==> config.mk <==
export PLATFORM = sky130hd
export DESIGN_NAME = ifetch_ctrl
export DESIGN_NICKNAME = d
export VERILOG_FILES = /design/src/rtl/ifetch_pkg.sv /design/src/rtl/fetch_fifo.sv /design/src/rtl/ifetch_ctrl.sv
export SDC_FILE = /design/constraint.sdc
export NUM_CORES = 1
export LEC_CHECK = 0
export CAP_MARGIN = 20
export CORE_MARGIN = 2
export CORE_UTILIZATION = 30
export DETAILED_ROUTE_END_ITERATION = 16
export SLEW_MARGIN = 20
export SYNTH_ARGS = -nofsm -noshare
export SYNTH_HDL_FRONTEND = slang
export SYNTH_HIERARCHICAL = 1
export SYNTH_SLANG_ARGS = --single-unit
==> constraint.sdc <==
create_clock -name CLK -period 13.02 [get_ports CLK]
set_input_delay 2.604 -clock CLK [delete_from_list [all_inputs] [get_ports CLK]]
set_output_delay 2.604 -clock CLK [all_outputs]
set_load 0.03 [all_outputs]
==> src/rtl/ifetch_pkg.sv <==
// Shared definitions for the instruction fetch controller.
//   PC_W       : width of byte addresses into instruction RAM
//   INSTR_W    : width of one instruction word
//   HALT_INSTR : opcode that stops fetch once it has been buffered
//   state_t    : fetch FSM states
package ifetch_pkg;

  localparam int unsigned PC_W    = 8;
  localparam int unsigned INSTR_W = 16;
  localparam logic [INSTR_W-1:0] HALT_INSTR = 16'h0001;

  typedef enum logic [1:0] {
    RUN,
    HALT_WAIT,
    HALT
  } state_t;

endpackage

==> src/rtl/fetch_fifo.sv <==
// Prefetch buffer: DEPTH-entry circular FIFO with synchronous flush.
//   CLK, RESET : clock, synchronous active-high reset
//   flush      : drop all entries (any pop in the same cycle is still consumed)
//   push       : write push_data; accepted when not full or when popping
//   pop        : consume head; ignored when empty
//   valid      : at least one entry present
//   full       : DEPTH entries present
//   head_data  : oldest entry, zero when empty
module fetch_fifo #(
  parameter int unsigned DEPTH = 2,
  parameter int unsigned WIDTH = 24
) (
  input  logic             CLK,
  input  logic             RESET,
  input  logic             flush,
  input  logic             push,
  input  logic [WIDTH-1:0] push_data,
  input  logic             pop,
  output logic             valid,
  output logic             full,
  output logic [WIDTH-1:0] head_data
);

  localparam int unsigned PTR_W = (DEPTH > 1) ? $clog2(DEPTH) : 1;
  localparam int unsigned CNT_W = $clog2(DEPTH + 1);

  logic [WIDTH-1:0] mem [DEPTH];
  logic [PTR_W-1:0] rd_ptr;
  logic [PTR_W-1:0] wr_ptr;
  logic [CNT_W-1:0] count;
  logic             do_push;
  logic             do_pop;

  function automatic logic [PTR_W-1:0] ptr_inc(input logic [PTR_W-1:0] p);
    return (p == PTR_W'(DEPTH - 1)) ? '0 : p + PTR_W'(1);
  endfunction

  assign valid     = (count != '0);
  assign full      = (count == CNT_W'(DEPTH));
  assign do_pop    = pop && valid;
  assign do_push   = push && (!full || do_pop);
  assign head_data = valid ? mem[rd_ptr] : '0;

  always_ff @(posedge CLK) begin
    if (RESET || flush) begin
      rd_ptr <= '0;
      wr_ptr <= '0;
      count  <= '0;
    end else begin
      if (do_push) wr_ptr <= ptr_inc(wr_ptr);
      if (do_pop)  rd_ptr <= ptr_inc(rd_ptr);
      case ({do_push, do_pop})
        2'b10:   count <= count + CNT_W'(1);
        2'b01:   count <= count - CNT_W'(1);
        default: count <= count;
      endcase
    end
  end

  always_ff @(posedge CLK) begin
    if (!RESET && !flush && do_push) mem[wr_ptr] <= push_data;
  end

endmodule

==> src/rtl/ifetch_ctrl.sv <==
// Instruction fetch controller: fetches 16-bit words from a combinational
// instruction RAM into a small prefetch buffer feeding decode.
//   CLK, RESET  : clock, synchronous active-high reset
//   IM_ADDR     : fetch byte address (always even)
//   IM_Q        : RAM read data for IM_ADDR, same cycle
//   DEC_VALID   : head entry valid
//   DEC_READY   : decode accepts head entry
//   DEC_INSTR   : head instruction (0 when empty)
//   DEC_PC      : head byte address (0 when empty)
//   REDIR_VALID : single-cycle redirect; flushes buffer, restarts at REDIR_PC
//   REDIR_PC    : redirect target byte address (bit 0 ignored)
//   RESUME      : leave HALT and continue fetching from the held PC
//   HALTED      : fetch stopped after a HALT instruction and buffer drained
module ifetch_ctrl
  import ifetch_pkg::*;
#(
  parameter int unsigned DEPTH    = 2,
  parameter logic [7:0]  RESET_PC = 8'h00
) (
  input  logic                CLK,
  input  logic                RESET,
  output logic [PC_W-1:0]     IM_ADDR,
  input  logic [INSTR_W-1:0]  IM_Q,
  output logic                DEC_VALID,
  input  logic                DEC_READY,
  output logic [INSTR_W-1:0]  DEC_INSTR,
  output logic [PC_W-1:0]     DEC_PC,
  input  logic                REDIR_VALID,
  input  logic [PC_W-1:0]     REDIR_PC,
  input  logic                RESUME,
  output logic                HALTED
);

  localparam logic [PC_W-1:0] ALIGN_MASK = 8'hFE;

  state_t                    state;
  state_t                    state_nxt;
  logic [PC_W-1:0]           pc;
  logic [PC_W-1:0]           pc_nxt;
  logic                      push;
  logic                      pop;
  logic                      flush;
  logic                      fifo_valid;
  logic                      fifo_full;
  logic [PC_W+INSTR_W-1:0]   head;

  assign IM_ADDR   = pc;
  assign pop       = fifo_valid && DEC_READY;
  assign DEC_VALID = fifo_valid;
  assign DEC_PC    = head[PC_W+INSTR_W-1:INSTR_W];
  assign DEC_INSTR = head[INSTR_W-1:0];
  assign HALTED    = (state == HALT);

  always_comb begin
    state_nxt = state;
    pc_nxt    = pc;
    push      = 1'b0;
    flush     = 1'b0;
    if (REDIR_VALID) begin
      flush     = 1'b1;
      pc_nxt    = REDIR_PC & ALIGN_MASK;
      state_nxt = RUN;
    end else begin
      case (state)
        RUN: begin
          // A same-cycle pop frees a slot, so a full buffer keeps streaming.
          if (!fifo_full || pop) begin
            push   = 1'b1;
            pc_nxt = pc + PC_W'(2);
            if (IM_Q == HALT_INSTR) state_nxt = HALT_WAIT;
          end
        end
        HALT_WAIT: if (!fifo_valid) state_nxt = HALT;
        HALT:      if (RESUME) state_nxt = RUN;
        default:   state_nxt = RUN;
      endcase
    end
  end

  always_ff @(posedge CLK) begin
    if (RESET) begin
      state <= RUN;
      pc    <= RESET_PC & ALIGN_MASK;
    end else begin
      state <= state_nxt;
      pc    <= pc_nxt;
    end
  end

  fetch_fifo #(
    .DEPTH (DEPTH),
    .WIDTH (PC_W + INSTR_W)
  ) u_fifo (
    .CLK       (CLK),
    .RESET     (RESET),
    .flush     (flush),
    .push      (push),
    .push_data ({pc, IM_Q}),
    .pop       (pop),
    .valid     (fifo_valid),
    .full      (fifo_full),
    .head_data (head)
  );

endmodule

==> results.cfg <==
[run_status]
outcome = finished clean

[critical_path]
crit_path_max_incr_delay_ps = 680
crit_path_start_kind = flip-flop
critPathSlowestCell = clkdlybuf4s50_1
r2r_cells = 9
path_cells = buf_4, mux2i_1, nor2_1, clkdlybuf4s50_1
crit_family = buffers and inverters
r2r_slack_ps = 10320
critPathKind = reg -> out
required_ps = 10420
cp_max_fo = 24
crit_buf_inv = 2
timing.rr.end = u_fifo/count[1]
cp_data_arrival_time_ps = 1970
rr_startpoint = u_fifo/count[0]
end_kind = primary output

[die]
initial_utilization_pct = 30.6
io_pins = 63
coreArea_um2 = 8640
rows = 34
dieHeight_um = 97.9
dieWidth_um = 97.9
die_area_um2 = 9590

[job]
cap_viol_max_count = 0

[detailed_routing]
first_pass_iters = 4
wl_um = 5540
avgViaCountPerCell = 4.83
drt-initial-drc-count = 65
num_vias = 1854
ant_nets = 0
wl_per_cell_um = 14.4
drc = 0

[synthesis]
synth_cell_type_count = 40
netlist_instances = 202
yosysWarnings = 6
synth_edf_count = 48
synthFlopType = edfxtp_1
synth_seq_cells = 62
synth_area_per_cell_um2 = 13.1
synth-seq-area-share_pct = 65.1
syn_area_um2 = 2650
async_reset_ff_share_pct = 0

[cts]
cts_tree = built
cts_root_buf = clkbuf_8
clkTransAtPathRegs_ps = 60
post_cts_buffers = 0
cts_max_path_buffers = 2
clock_latency_ps = 330
cts_hold_buffers = 0
h-tree-depth = 3
ctsResizeCount = 0
cts_buffers = 9
cts.sinks = 62

[placement]
hpwl_um = 3640
gp_congestion = 0.732
place_ws_ps = 7900
numPortBuffers = 60
dpl.cell_count = 368

[global_routing]
grt_use_total_pct = 12.5
antenna_found_initial = 0
grt_overflow = 0
grt_first_pass_wirelength_um = 9200
grt_pass1_vias = 1827
grt_max_degree = 26

[sta]
worst_pin_slew_ps = 738
rsz0062_at_grt = no
clock_skew_ps = 9.23
setup_violations = 0
maxSlewHeadroom_pct = 50.7
fmax_ghz = 0.218
setup_ws_ps = 8440
tns_ps = 0
min_period_ps = 4580
final_hold_viol_count = 0
fin_crit_sh_pct = 35.2
slew_violations = 0

[finish]
mostFrequentLayoutCell = clkdlybuf4s50_1
syn_to_final_growth_pct = 35.5
drive_above_1_share_pct = 10.1
fin_util_pct = 41.5
fin_nets = 302
antenna_cells = 0
instances_no_fill = 384
mostFrequentLayoutCells = clkdlybuf4s50_1 (60), edfxtp_1 (48), nor2_1 (33)
fill_cells = 842

[power_and_ir_drop]
powerDensity_nw_per_um2 = 125
total_power_mw = 0.449
ir_worst_vdd_mv = 0.0426
leakagePower_nw = 1.18

[worst_hold_path]
hp-class = reg -> reg
min_from = u_fifo/wr_ptr
holdPathStages = 2
whs_endpoint = u_fifo/wr_ptr
-- sequential cells by signal, summed over array words and instances, names as in the netlist, named ones only --
register and cells:
u_fifo/count 2, IM_ADDR 7, u_fifo/mem 48, u_fifo/wr_ptr 1, u_fifo/rd_ptr 1, state 2
-- tightest hold or removal path: cells and delay by family, from the launching register on --
kind / cells / cell delay [ps]
DFF: 1 / 320
and+or+nand+nor: 1 / 60
muxes: 1 / 50
-- worst max-delay path by stage --
stage / slack (ps) / startpoint / end / cells past startpoint
global route: 8310 / flip-flop / DEC_INSTR[15] / 4
floorplan: 6820 / DEC_READY / u_fifo/mem[1][0] / 5
global placement: 7990 / DEC_READY / u_fifo/count[1] / 7
finish: 8440 / flip-flop / DEC_INSTR[15] / 4
CTS: 8250 / DEC_READY / u_fifo/count[1] / 7
detailed placement: 7900 / DEC_READY / u_fifo/count[1] / 7
-- cells by family after synthesis --
family	synth area share (%)
and+or+nand+nor	14.5
DFF	65.1
muxes	9.46
AOI/OAI and AO/OA	6.15
buffers and inverters	2.74
xor gates and xnor gates	0.993
adders and majority gates	0.945
other	0.142
-- cell usage after synthesis, drive strengths merged (2+ instances only) --
library cell / instances / area share (%)
edfxtp: 48 / 54
o21ai: 7 / 1.5
dfxtp: 14 / 11
a21boi: 2 / 0.57
inv: 5 / 0.71
mux2i: 25 / 9.5
nand2: 2 / 0.28
buf: 8 / 1.9
nand4b: 2 / 0.66
nor4: 3 / 0.71
nor2: 35 / 5.0
o31ai: 2 / 0.57
o211ai: 2 / 0.57
nor4b: 2 / 0.66
ha: 2 / 0.95
nor2b: 2 / 0.47
or3: 4 / 0.99
nand3: 5 / 0.95
nand4: 3 / 0.71
a311oi: 5 / 1.7
or4: 2 / 0.57
xor2: 2 / 0.66
nor3: 6 / 1.1
a32oi: 2 / 0.66
-- layer usage --
layer	vias to the layer above	global-route usage, %	part of all wire (%)
met5	-	0	0
met4	0	6.73	1.8
li1	901	-	-
met2	52	19.7	48
met1	893	16.0	46
met3	8	2.72	4.5
-- power by group --
part | internal, mW | total [mW] | leakage [nW] | switching [mW]
sequential | 0.219 | 0.224 | 0.553 | 0.00491
combinational | 0.0219 | 0.0482 | 0.517 | 0.0264
clock | 0.107 | 0.177 | 0.105 | 0.0705
total | 0.347 | 0.449 | 1.18 | 0.102
-- stage by stage --
stage / instance area [um^2] / hold slack [ps]
after CTS: 3590 / 486
final: 3590 / 484
after global routing: 3590 / 501
after global placement: 3380 / 450
after detailed placement: 3380 / 474
after floorplan: 2650 / 442
-- layout make-up --
class / instances / area, um^2 / share of cell area, %
Sequential cell: 62 / 1720 / 48.0
Clock inverter: 5 / 73.8 / 2.06
Multi-Input combinational cell: 128 / 871 / 24.3
Tap cell: 108 / 135 / 3.77
Timing Repair Buffer: 64 / 631 / 17.6
Inverter: 6 / 22.5 / 0.628
Clock buffer: 11 / 131 / 3.66
Power figures use the tool's default switching activity.
